File: config.mk
export PLATFORM = sky130hd
export DESIGN_NAME = move_controller
export DESIGN_NICKNAME = d
export VERILOG_FILES = /design/src/rtl/ttt_pkg.sv /design/src/rtl/pos_decoder.sv /design/src/rtl/move_controller.sv
export SDC_FILE = /design/constraint.sdc
export NUM_CORES = 1
export LEC_CHECK = 0
export BUFFER_PORTS_ARGS = -buffer_cell sky130_fd_sc_hd__buf_2
export CAP_MARGIN = 20
export CORE_MARGIN = 8
export CORE_UTILIZATION = 45
export DETAILED_ROUTE_END_ITERATION = 10
export GPL_TIMING_DRIVEN = 0
export PLACE_DENSITY = 0.68
export RECOVER_POWER = 25
export SLEW_MARGIN = 15
export SYNTH_ARGS = -nofsm -noshare
export SYNTH_HDL_FRONTEND = slang
export SYNTH_SLANG_ARGS = --single-unit
File: constraint.sdc
create_clock -name clock -period 2.7 [get_ports clock]
set_input_delay 0.405 -clock clock [delete_from_list [all_inputs] [get_ports clock]]
set_output_delay 0.405 -clock clock [all_outputs]
set_load 0.01 [all_outputs]
File: src/rtl/ttt_pkg.sv
// Shared tic-tac-toe constants: square codes, square count and controller state encoding.
package ttt_pkg;

  localparam logic [1:0] EMPTY   = 2'b00;
  localparam logic [1:0] P1_CODE = 2'b01;
  localparam logic [1:0] P2_CODE = 2'b10;

  localparam int unsigned NUM_SQUARES = 9;

  typedef enum logic [1:0] {
    StIdle   = 2'd0,
    StEval   = 2'd1,
    StLocked = 2'd2
  } state_e;

endpackage

File: src/rtl/pos_decoder.sv
// Square number (1..9) to one-hot square enable; anything else decodes to zero with valid low.
module pos_decoder (
  input  logic [3:0] play_pos,
  output logic [8:0] onehot,
  output logic       valid
);

  always_comb begin
    onehot = '0;
    valid  = 1'b0;
    if (play_pos >= 4'd1 && play_pos <= 4'd9) begin
      valid  = 1'b1;
      onehot = 9'd1 << (play_pos - 4'd1);
    end
  end

endmodule

File: src/rtl/move_controller.sv
// Turn and board-state stage: decodes a move request, presents it to the illegal-move checker,
// then commits or rejects it on the checker's verdict one cycle later.
module move_controller #(
  parameter logic [1:0]  P1_CODE   = ttt_pkg::P1_CODE,
  parameter logic [1:0]  P2_CODE   = ttt_pkg::P2_CODE,
  parameter int unsigned MAX_MOVES = 9
) (
  input  logic       clock,
  input  logic       reset_n,
  input  logic       new_game,
  input  logic       play_req,
  input  logic [3:0] play_pos,
  input  logic       illegal,
  input  logic       game_over,
  output logic [1:0] pos1,
  output logic [1:0] pos2,
  output logic [1:0] pos3,
  output logic [1:0] pos4,
  output logic [1:0] pos5,
  output logic [1:0] pos6,
  output logic [1:0] pos7,
  output logic [1:0] pos8,
  output logic [1:0] pos9,
  output logic [8:0] Play1_en,
  output logic [8:0] Play2_en,
  output logic       turn,
  output logic       move_done,
  output logic       move_rej,
  output logic       board_full,
  output logic       locked
);

  import ttt_pkg::*;

  localparam logic [3:0] MaxCnt = 4'(MAX_MOVES);

  state_e     state_q, state_d;
  logic [1:0] board_q [NUM_SQUARES];
  logic [1:0] board_d [NUM_SQUARES];
  logic [8:0] sel_q, sel_d;
  logic [8:0] p1_en_q, p1_en_d, p2_en_q, p2_en_d;
  logic       bad_pos_q, bad_pos_d;
  logic       turn_q, turn_d;
  logic [3:0] count_q, count_d;
  logic       done_q, done_d, rej_q, rej_d;

  logic [8:0] dec_onehot;
  logic       dec_valid;

  pos_decoder u_pos_decoder (
    .play_pos (play_pos),
    .onehot   (dec_onehot),
    .valid    (dec_valid)
  );

  always_comb begin
    state_d   = state_q;
    board_d   = board_q;
    sel_d     = sel_q;
    bad_pos_d = bad_pos_q;
    turn_d    = turn_q;
    count_d   = count_q;
    p1_en_d   = '0;
    p2_en_d   = '0;
    done_d    = 1'b0;
    rej_d     = 1'b0;

    if (new_game) begin
      board_d   = '{default: EMPTY};
      sel_d     = '0;
      bad_pos_d = 1'b0;
      turn_d    = 1'b0;
      count_d   = '0;
      state_d   = StIdle;
    end else begin
      case (state_q)
        StIdle: begin
          if (game_over) begin
            state_d = StLocked;
          end else if (play_req) begin
            sel_d     = dec_onehot;
            bad_pos_d = !dec_valid;
            if (!turn_q) p1_en_d = dec_onehot;
            else         p2_en_d = dec_onehot;
            state_d = StEval;
          end
        end
        StEval: begin
          // The checker's verdict is on the enables registered last cycle.
          if (illegal || bad_pos_q) begin
            rej_d = 1'b1;
          end else begin
            for (int unsigned k = 0; k < NUM_SQUARES; k++) begin
              if (sel_q[k]) board_d[k] = turn_q ? P2_CODE : P1_CODE;
            end
            turn_d  = !turn_q;
            count_d = (count_q >= MaxCnt) ? count_q : count_q + 4'd1;
            done_d  = 1'b1;
          end
          state_d = (game_over || count_d == MaxCnt) ? StLocked : StIdle;
        end
        StLocked: ;
        default: state_d = StIdle;
      endcase
    end
  end

  always_ff @(posedge clock or negedge reset_n) begin
    if (!reset_n) begin
      state_q   <= StIdle;
      board_q   <= '{default: EMPTY};
      sel_q     <= '0;
      bad_pos_q <= 1'b0;
      turn_q    <= 1'b0;
      count_q   <= '0;
      p1_en_q   <= '0;
      p2_en_q   <= '0;
      done_q    <= 1'b0;
      rej_q     <= 1'b0;
    end else begin
      state_q   <= state_d;
      board_q   <= board_d;
      sel_q     <= sel_d;
      bad_pos_q <= bad_pos_d;
      turn_q    <= turn_d;
      count_q   <= count_d;
      p1_en_q   <= p1_en_d;
      p2_en_q   <= p2_en_d;
      done_q    <= done_d;
      rej_q     <= rej_d;
    end
  end

  assign pos1 = board_q[0];
  assign pos2 = board_q[1];
  assign pos3 = board_q[2];
  assign pos4 = board_q[3];
  assign pos5 = board_q[4];
  assign pos6 = board_q[5];
  assign pos7 = board_q[6];
  assign pos8 = board_q[7];
  assign pos9 = board_q[8];

  assign Play1_en   = p1_en_q;
  assign Play2_en   = p2_en_q;
  assign turn       = turn_q;
  assign move_done  = done_q;
  assign move_rej   = rej_q;
  assign board_full = (count_q == MaxCnt);
  assign locked     = (state_q == StLocked);

endmodule

## Word-level counts from Yosys, hierarchy flattened

Index checks and enable logic that the tools add are counted.

- Add/subtract/negate cells: 2
- Bitwise logic cells: 0
- Shifts and indexed selects: 1
- Reduce and logical (&&, ||, !) cells: 30
- Mux-type cells: 53
- $mul: 0
- Div/mod/pow operators: 0
- $lt $le $gt $ge: 3
- Equal/unequal tests: 8

Operator list:

| cell | number |
|---|---|
| 9-bit 2-to-1 mux | 15 |
| 18-bit 2-to-1 mux | 3 |
| 3-bit AND reduction | 10 |
| 2-bit 2-to-1 mux | 14 |
| 4-bit 2-to-1 mux | 6 |
| 2-bit nonzero test | 12 |
| 1-bit 2-to-1 mux | 14 |
| 1-bit by 4-bit << shifter with 9-bit output (first input constant) | 1 |
| 4-bit == test (second input constant) | 2 |
| 2-bit inequality test (second input constant) | 3 |
| 2-bit case mux with 3 select lines | 1 |
| 4-bit by 1-bit adder with 4-bit output (second input constant) | 1 |
| 4-bit by 1-bit >= comparator with 1-bit output (second input constant) | 1 |
| 4-bit >= comparator (second input constant) | 1 |
| 4-bit <= comparator (second input constant) | 1 |
| 4-bit inequality test (second input constant) | 1 |
| 2-bit AND reduction | 2 |
| 4-bit by 1-bit subtractor with 4-bit output (second input constant) | 1 |
| 2-bit by 1-bit == test with 1-bit output (second input constant) | 1 |
| 2-bit == test (second input constant) | 1 |
| 1-bit zero test | 2 |
| 2-bit zero test | 1 |
| 1-bit logical OR | 2 |
| 1-bit logical AND | 1 |

- Bits in latches: 0
- Bits in read-only memories: 0
- Bits in registers: 55
- Output and inout port bits: 41
- Memories kept: 0
- Word-level logic and storage cells: 115
- Input bits: 10
- Memory bits (writable): 0

## Depth between registers and ports, before layout

Gate-level depths: netlist of run 1.

- Depth in word-level cells: 10
- Mapped depth: 6
- Gate-level depth less buffers: 6

## By module

A second synthesis of run 1 with hierarchy kept.

- Cell total of the unflattened synthesis: 238
- Area total of the unflattened synthesis: 2381.0 um^2

By module, submodules not included:

| module | instances | cells each | area each (um^2) | seq. area each (um^2) |
|---|---|---|---|---|
| move_controller | 1 | 221 | 2284.7 | 1376.3 |
| pos_decoder | 1 | 17 | 96.3 | 0.0 |

## Least setup slack after synthesis of run 1

OpenSTA, ideal clock, no wires.

- Kind: register to register
- Start point: register count_q[0]
- End point: register count_q[1]
- Path slack: 0.907 ns
- Required time: 2.568 ns
- Stages on the path, launching flop included: 6
- Clock period less this slack: 1.793 ns
- Path buffers: 0
- Setup time: 0.132 ns
- Arrival time: 1.661 ns
- Cells stage by stage: dfrtp_1 ha_1 or3b_2 a21boi_0 mux2i_1 nor2_1

- Word-level cells in the longest chain between the ends: 7
- Elaborated cells between the ends (all ways): 8
- Those cells by class: 1 x add/sub; 1 x order compare; 6 x mux

Ends and longest elaborated chain:

| what | line | source |
|---|---|---|
| start, declared | move_controller.sv:44 | `logic [3:0] count_q, count_d;` |
| start signal, assigned | move_controller.sv:126 | `count_q <= count_d;` |
| 4-bit by 1-bit adder with 4-bit output or 4-bit >= comparator (tied branches) | move_controller.sv:97 | `count_d = (count_q >= MaxCnt) ? count_q : count_q + 4'd1;` |
| 4-bit 2-to-1 mux * | move_controller.sv:97 |  |
| 4-bit 2-to-1 mux * | move_controller.sv:90 | `if (illegal \|\| bad_pos_q) begin` |
| 4-bit 2-to-1 mux * | move_controller.sv:76 | `case (state_q)` |
| 4-bit 2-to-1 mux * | move_controller.sv:68 | `if (new_game) begin` |
| 4-bit 2-to-1 mux * | move_controller.sv:76 |  |
| 4-bit 2-to-1 mux * | move_controller.sv:68 |  |

Every way passes the cells marked *; elsewhere a longest branch is shown, timed or not. The select of a mux whose other input is x is not followed.
A chain may end at the register's enable or synchronous reset.

## Worst setup path in the final report of run 1

Same ends and word-level chain as after synthesis.

==> impl_metrics.tcl, run 1 <==
set metrics [dict create \
    area_growth_pct 18.8 \
    run_status "complete, no violations" \
    ys_types 39 \
    crit_path_end_kind "flip-flop" \
    grt_start_max_net_pins 32 \
    wl_met1_um 2250 \
    fp.dieArea_mm2 0.00753 \
    vias 1698 \
    post-route-period-util_pct 71.2 \
    wl_per_cell_um 14.7 \
    top_layer "met4" \
    fin_cells 334 \
    cap_viol_max_count 0 \
    tightest_slew_ns 1.34 \
    drv_slew 0 \
    wirelength_um 4910 \
    core_mm2 0.00479 \
    root_buffer "clkbuf_8" \
    p_leak_nw 1.40 \
    power_density_mw_per_mm2 505 \
    cts_hold_buf 0 \
    ys_ff_latch 55 \
    fp.dieW_um 86.8 \
    num_rows 25 \
    numClockSinks 55 \
    grt_first_pass_wirelength_um 8310 \
    skew_ns 0.00652 \
    grt_use_total_pct 14.0 \
    htreeDepth 2 \
    slew_headroom_pct 10.7 \
    holdWs_ns 0.386 \
    worst-path-max-fanout 7 \
    cts_tree "done" \
    seq_area_frac_synth_pct 61.1 \
    portBuffers 50 \
    post-route-min-period_ns 1.92 \
    max-vdd-ir-drop_mv 0.207 \
    syn_area_mm2 0.00225 \
    gp_congestion 0.755 \
    die_h_um 86.8 \
    syn-num-nets 221 \
    setup_viol 0 \
    dr_wl_met3_um 341 \
    layout_commonest_cell "dfrtp_1" \
    crit_required_ns 2.87 \
    grt_pass1_vias 1654 \
    drive_gt1_share_pct 24.0 \
    clkLatencyLatePin_ns 0.30 \
    finalHoldViolations 0 \
    post_cts_buffers 0 \
    grt_remaining_overflow 0 \
    ys_warn_count 0 \
    wl_met2_um 2270 \
    cp-start-kind "flip-flop" \
    utilization_pct 55.9 \
    place_inst 326 \
    dp_hpwl_um 3620 \
    cts-resized-gates 0 \
    worstSetupPathType "reg -> reg" \
    syn_inst 208 \
    antenna_cells 0 \
    syn_avg_cell_area_um2 10.8 \
    vias_per_cell 5.08 \
    final_cell_mix "55 x dfrtp_1, 50 x buf_2, 31 x nand2_1, 24 x nor2_1, 15 x nor3_1" \
    hp-class "in -> async" \
    fin_setup_tns_ns 0 \
    arrival_ns 2.09 \
    drc_errors 0 \
    rsz0062_at_grt "false" \
    ant_nets 0 \
    cts_buffers 5 \
    start_util_pct 47.1 \
    antenna_found_initial 0 \
    drtIter0Drc 82 \
    clk_pin_slew_ns 0.09 \
    firstDrtPassIters 4 \
    ios 51 \
    final_nets 279 \
    cts_buffer_depth 2 \
    fmax_ghz 0.520 \
]
## through the flow
stage                     worst slack [ns]  power (mW)  area [um2]
after floorplan                      0.907       0.893        2250
after global placement               0.776       0.935        2590
after detailed placement             0.776       0.940        2610
after CTS                            0.764        1.37        2690
after global routing                 0.560        1.40        2680
final                                0.777        1.35        2680
## report_power, final
group          switching (mW)  leakage, nW  internal [mW]
sequential            0.00719        0.766          0.829
combinational          0.0581        0.594         0.0247
clock                   0.252       0.0412          0.182
total                   0.317         1.40           1.04
## registers in the layout (all words and copies together) (netlist names), 4 cells and up
signal and cells:
sel_q 9, Play2_en 9, Play1_en 9, count_q 4
## final cells by class
class,count,area (um2)
fillers,453,2110
flip-flops and latches,55,1380
multi-input cells,140,823
repair buffers,51,254
well taps,67,83.8
clock buffers,6,72.6
plain buffers,9,38.8
inverters,4,15.0
clock inverters,2,12.5
## final timing paths
check	startpoint	endpoint	slack [ns]	depth (start not counted)
min reg2reg	pos4[1]	pos4[1]	0.52	2
min in group clock	play_pos[0]	Play1_en[8]	0.44	3
max reg2reg	count_q[0]	count_q[1]	0.78	5
max	count_q[0]	count_q[1]	0.78	5
max in group asynchronous	reset_n	pos8[1]	0.94	2
min	reset_n	Play1_en[3]	0.39	1
## logic make-up (layout without fill, tap and decap cells)
kind of cell	Yosys count	after routing	synth area share, %
XOR/XNOR	2	2	0.777
AND/OR/NAND/NOR	100	100	22.9
multiplexers	12	12	5.33
buffers and inverters	13	72	2.39
flip-flops	55	55	61.1
AO/OA/AOI/OAI	23	23	5.83
adder cells (fa/ha/maj)	3	3	1.67
## synth_stat cells
library cell,n,share of area [%]
a21oi_1,11,2.4
buf_4,1,0.33
nor4b_4,1,1.1
mux2i_1,12,5.3
o32ai_1,1,0.39
inv_1,3,0.50
buf_2,1,0.22
a211oi_1,1,0.33
o21ai_0,6,1.3
nand3b_2,1,0.50
a31oi_1,1,0.28
dfrtp_1,55,61
nand2_1,31,5.2
buf_1,1,0.17
nor2_4,1,0.50
nor2b_1,2,0.56
nand3_1,9,2.0
nor2_1,24,4.0
and3b_1,1,0.39
and4b_1,1,0.44
nand4_1,1,0.28
or3b_1,2,0.78
a21o_1,1,0.33
clkinv_1,1,0.17
clkbuf_1,6,1.0
nor3_1,15,3.3
nand2b_1,1,0.28
xnor2_1,2,0.78
a21boi_0,1,0.33
and2_1,2,0.56
nor4b_2,1,0.67
or4_1,1,0.33
or4b_1,1,0.44
ha_1,3,1.7
or3_1,1,0.28
a41oi_1,1,0.39
nand3b_1,2,0.67
or3b_2,1,0.39
nor3b_1,1,0.33
## metal layers
metal  vias up  global-route usage [%]
met4         0                    4.23
li1        818                       -
met5         -                       0
met2        53                    21.9
met3         4                    3.78
met1       823                    18.3
## worst max-delay path, cell delays in order, from the launching register on
cell      delay [ns]
dfrtp_1         0.46
ha_1            0.25
or3b_2          0.46
a21boi_0        0.35
mux2i_1         0.22
nor2_1          0.05
Power figures use the tool's default switching activity.
==> inputs of run 2 (changes only) <==
==> constraint.sdc (replaced) <==
create_clock -name clock -period 1.95 [get_ports clock]
set_input_delay 0.2925 -clock clock [delete_from_list [all_inputs] [get_ports clock]]
set_output_delay 0.2925 -clock clock [all_outputs]
set_load 0.01 [all_outputs]
==> run 2 against run 1 <==
  * Clock power rose by 39%
  * Worst setup slack got worse by 0.66 ns
  * Largest power group unchanged
  * Via count rose by 0.88%
  * Register-to-register slack got worse by 0.66 ns
  * Sequential share of layout area fell by 0.45 points
  * Clock skew barely moved
==> impl_metrics.tcl, run 2 (same netlist as run 1, synthesis figures left out) <==
set metrics [dict create \
    p_seq_share_pct 61.6 \
    post_cts_buffers 0 \
    power_frac_clock_pct 31.9 \
    cp-start-kind "flip-flop" \
    slew_headroom_pct 55.8 \
    drive_gt1_share_pct 20.1 \
    max-vdd-ir-drop_mv 0.287 \
    htreeDepth 2 \
    final_nets 280 \
    setup_viol 0 \
    fill_cells 459 \
    grt_start_max_net_pins 32 \
    drv_slew 0 \
    antenna_cells 0 \
    ant_nets 0 \
    arrival_ns 2.07 \
    regArea_mm2 0.00138 \
    fp.dieW_um 86.8 \
    root_buffer "clkbuf_8" \
    firstDrtPassIters 4 \
    wirelength_um 4950 \
    fin_setup_tns_ns 0 \
    post-route-period-util_pct 93.8 \
    die_h_um 86.8 \
    ios 51 \
    power_density_mw_per_mm2 697 \
    fmax_ghz 0.546 \
    final_cell_mix "55 x dfrtp_1, 38 x buf_2, 31 x nand2_1, 24 x nor2_1, 19 x clkbuf_1" \
    rsz0062_at_grt "false" \
    switching_share_pct 23.5 \
    skew_ns 0.00695 \
    numClockSinks 55 \
    p_switching_mw 0.442 \
    vias 1713 \
    p_int_mw 1.44 \
    wl_per_cell_um 14.8 \
    grt_use_total_pct 14.0 \
    grt_remaining_overflow 0 \
    crit_required_ns 2.19 \
    finalHoldViolations 0 \
    dp_hpwl_um 3620 \
    layout_commonest_cell "dfrtp_1" \
    fp.dieArea_mm2 0.00753 \
    start_util_pct 47.1 \
    hp-class "in -> reg" \
    tightest_slew_ns 0.663 \
    gp_congestion 0.755 \
    multi_input_area_um2 836 \
    cap_viol_max_count 0 \
    post-route-min-period_ns 1.83 \
    grt_first_pass_wirelength_um 8330 \
    cts_tree "done" \
    clk_pin_slew_ns 0.09 \
    drtIter0Drc 94 \
    vias_per_cell 5.11 \
    area_growth_pct 19.8 \
    portBuffers 50 \
    drc_errors 0 \
    p_leak_nw 1.36 \
    worst-path-max-fanout 10 \
    crit_path_end_kind "flip-flop" \
    num_rows 25 \
    grt_pass1_vias 1657 \
    core_mm2 0.00479 \
    combPwrFrac_pct 6.5 \
    run_status "complete, no violations" \
    clkLatencyLatePin_ns 0.30 \
    antenna_found_initial 0 \
    total_power_mw 1.88 \
    cts_buffer_depth 2 \
    worstSetupPathType "reg -> reg" \
    cts_buffers 5 \
]
run 2: metrics by stage:
step	std cells	utilization, %	worst slack [ns]	hold WS (ns)	cell area [um2]
after global routing	335	56.4	0.0157	0.328	2700
final	335	56.4	0.120	0.329	2700
after CTS	335	56.5	0.0141	0.315	2700
after global placement	325	54.1	0.0259	0.501	2590
after floorplan	208	-	0.157	-0.00309	2250
after detailed placement	326	54.5	0.0264	0.333	2610
run 2: worst paths after layout:
| path | slack (ns) | end | startpoint | cells after the start |
|---|---|---|---|---|
| max | 0.12 | Play1_en[7] | state_q[1] | 5 |
| min | 0.33 | Play1_en[8] | play_pos[0] | 3 |
| max reg2reg | 0.12 | Play1_en[7] | state_q[1] | 5 |
| min reg2reg | 0.52 | pos4[1] | pos4[1] | 2 |
| max in group asynchronous | 0.82 | count_q[0] | reset_n | 3 |
| min in group asynchronous | 0.55 | Play1_en[7] | reset_n | 2 |
run 2: power groups by stage:
stage | combinational [mW] | sequential, mW | clock [mW]
floorplan | 0.0573 | 1.18 | 0
global placement | 0.114 | 1.18 | 0
detailed placement | 0.121 | 1.18 | 0
CTS | 0.123 | 1.16 | 0.618
global route | 0.137 | 1.16 | 0.652
finish | 0.122 | 1.16 | 0.601
run 2: metal layers:
layer	share of wire, %	up-vias	global-route usage (%)
li1	-	822	-
met1	46	834	18.4
met2	46	53	21.9
met3	6.9	4	3.78
met4	0.99	0	4.23
met5	0	-	0
run 2: worst max-delay path: stages (launching register included):
cell     delay [ns]
dfrtp_1        0.48
or4b_1         0.54
or3_1          0.31
buf_4          0.18
nor2_4         0.12
and2_1         0.14
run 2: layout make-up:
type | count | share of cell area, %
Sequential cell | 55 | 51.0
Multi-Input combinational cell | 140 | 31.0
Timing Repair Buffer | 52 | 9.82
Tap cell | 67 | 3.10
Clock buffer | 6 | 2.69
Buffer | 9 | 1.44
Inverter | 4 | 0.556
Clock inverter | 2 | 0.463
run 2: what timing repair did:
item	CTS	global route
hold buffers	1	0
hold endpoints to repair	13	0
setup endpoints to repair	0	11
gates resized for setup	0	3
==> inputs of run 3 (changes only) <==
--- a/config.mk
+++ b/config.mk
@@ -5,14 +5,12 @@
 export SDC_FILE = /design/constraint.sdc
 export NUM_CORES = 1
 export LEC_CHECK = 0
-export BUFFER_PORTS_ARGS = -buffer_cell sky130_fd_sc_hd__buf_2
 export CAP_MARGIN = 20
-export CORE_MARGIN = 8
+export CORE_MARGIN = 2
 export CORE_UTILIZATION = 45
 export DETAILED_ROUTE_END_ITERATION = 10
+export DONT_BUFFER_PORTS = 1
 export GPL_TIMING_DRIVEN = 0
-export PLACE_DENSITY = 0.68
-export RECOVER_POWER = 25
 export SLEW_MARGIN = 15
 export SYNTH_ARGS = -nofsm -noshare
 export SYNTH_HDL_FRONTEND = slang
==> run 3 against run 2 <==
  * Sequential power about the same
  * Hold slack got worse by 0.16 ns
  * Register-to-register slack is essentially flat
  * Cell count down 15%
  * Global-route usage rose by 3.5 points
  * Critical path depth unchanged
==> impl_metrics.tcl, run 3 (same netlist as run 1, synthesis figures left out) <==
set metrics [dict create \
    run_status "complete, no violations" \
    vias_per_cell 5.26 \
    max-vdd-ir-drop_mv 0.443 \
    tightest_slew_ns 0.515 \
    final_area_mm2 0.00247 \
    crit_path_end_kind "flip-flop" \
    num_rows 25 \
    fin_setup_tns_ns 0 \
    portBuffers 0 \
    power_frac_clock_pct 33.6 \
    grt_start_max_net_pins 56 \
    p_leak_nw 1.16 \
    firstDrtPassIters 4 \
    slew_headroom_pct 65.5 \
    fmax_ghz 0.550 \
    drive_gt1_share_pct 7.80 \
    die_h_um 74.8 \
    start_util_pct 47.1 \
    worst-path-max-fanout 10 \
    placed_cell_area_mm2 0.00234 \
    htreeDepth 2 \
    ios 51 \
    post-route-period-util_pct 93.2 \
    rsz0062_at_grt "false" \
    clk_pin_slew_ns 0.09 \
    skew_ns 0.0134 \
    p_seq_share_pct 61.1 \
    grt_pass1_vias 1487 \
    switching_share_pct 24.2 \
    area_growth_pct 9.55 \
    fp.dieArea_mm2 0.00559 \
    finalHoldViolations 0 \
    cts_buffer_depth 2 \
    root_buffer "clkbuf_8" \
    grt_first_pass_wirelength_um 7300 \
    final_cell_mix "55 x dfrtp_1, 31 x nand2_1, 24 x nor2_1, 15 x nor3_1, 12 x mux2i_1" \
    clkLatencyLatePin_ns 0.31 \
    wl_per_cell_um 15.6 \
    combPwrFrac_pct 5.3 \
    p_switching_mw 0.459 \
    numClockSinks 55 \
    drv_slew 0 \
    p_int_mw 1.44 \
    power_density_mw_per_mm2 769 \
    final_nets 230 \
    crit_required_ns 2.20 \
    cp-start-kind "flip-flop" \
    worstSetupPathType "reg -> reg" \
    grt_remaining_overflow 0 \
    setup_viol 0 \
    grt_use_total_pct 17.5 \
    post-route-min-period_ns 1.82 \
    fp.dieW_um 74.8 \
    antenna_found_initial 0 \
    layout_commonest_cell "dfrtp_1" \
    drc_errors 0 \
    arrival_ns 2.07 \
    vias 1500 \
    dp_hpwl_um 3170 \
    cap_viol_max_count 0 \
    drtIter0Drc 96 \
    wirelength_um 4440 \
    gp_congestion 0.792 \
    antenna_cells 0 \
    cts_buffers 5 \
    cts_tree "done" \
    ant_nets 0 \
    total_power_mw 1.90 \
    core_mm2 0.00479 \
    hp-class "in -> reg" \
]
==> run 3: cell types whose count changed in the layout (fill, tap and decap cells not counted), sizes merged <==
cell    delta
buf       -37
clkbuf    -13
clkinv     -1
inv        +1
==> run 3: metrics by stage <==
step	hold WS, ns	util [%]	instances	setup slack, ns
after floorplan	-0.00309	-	208	0.157
after global placement	-0.00174	48.8	275	0.0697
after detailed placement	-0.00134	48.8	275	-0.00428
after CTS	0.163	51.5	285	0.0707
after global routing	0.160	51.6	285	0.00537
final	0.166	51.6	285	0.132
==> run 3: final cells by class <==
class	count	area, um2
fillers	446	2320
flip-flops and latches	55	1380
multi-input cells	140	827
well taps	67	83.8
clock buffers	6	72.6
plain buffers	9	40.0
repair buffers	2	37.5
clock inverters	2	16.3
inverters	4	15.0
==> run 3: path summary, 6_finish.rpt <==
| path | from | endpoint | slack (ns) | depth (start not counted) |
|---|---|---|---|---|
| hold / removal | play_pos[0] | Play1_en[8] | 0.17 | 2 |
| setup reg to reg | state_q[1] | Play2_en[7] | 0.13 | 5 |
| setup / recovery | state_q[1] | Play2_en[7] | 0.13 | 5 |
| max in group asynchronous | reset_n | count_q[0] | 1.23 | 2 |
| min in group asynchronous | reset_n | Play2_en[3] | 0.48 | 2 |
| hold reg to reg | sel_q[0] | sel_q[0] | 0.54 | 2 |
==> run 3: critical path, cell delays in order, from the launching register on <==
cell and delay, ns:
dfrtp_1 0.46, or4b_1 0.55, or3_1 0.32, buf_4 0.19, nor2_4 0.12, and2_1 0.12
==> run 3: power by group through the flow <==
stage	sequential (mW)	combinational (mW)	clock, mW
2_1_floorplan	1.18	0.0573	0
3_3_place_gp	1.18	0.0707	0
3_5_place_dp	1.18	0.0730	0
4_1_cts	1.16	0.104	0.649
5_1_grt	1.16	0.115	0.700
6_report	1.16	0.101	0.638
==> run 3: timing repair <==
| action | 4_1_cts | 5_1_grt |
|---|---|---|
| buffers inserted | 0 | 0 |
| hold buffers | 2 | 0 |
| resized for setup | 1 | 3 |
| gates cloned | 0 | 0 |
| endpoints found under the hold margin | 55 | 0 |
| endpoints found under the setup margin | 1 | 3 |
==> run 3: layer usage <==
layer | global-route usage (%) | vias up | routed length, um
met1 | 23.0 | 713 | 1980
met2 | 26.3 | 56 | 1970
met3 | 7.10 | 7 | 424
met4 | 6.55 | 0 | 68
li1 | - | 724 | -
met5 | 0 | - | 0
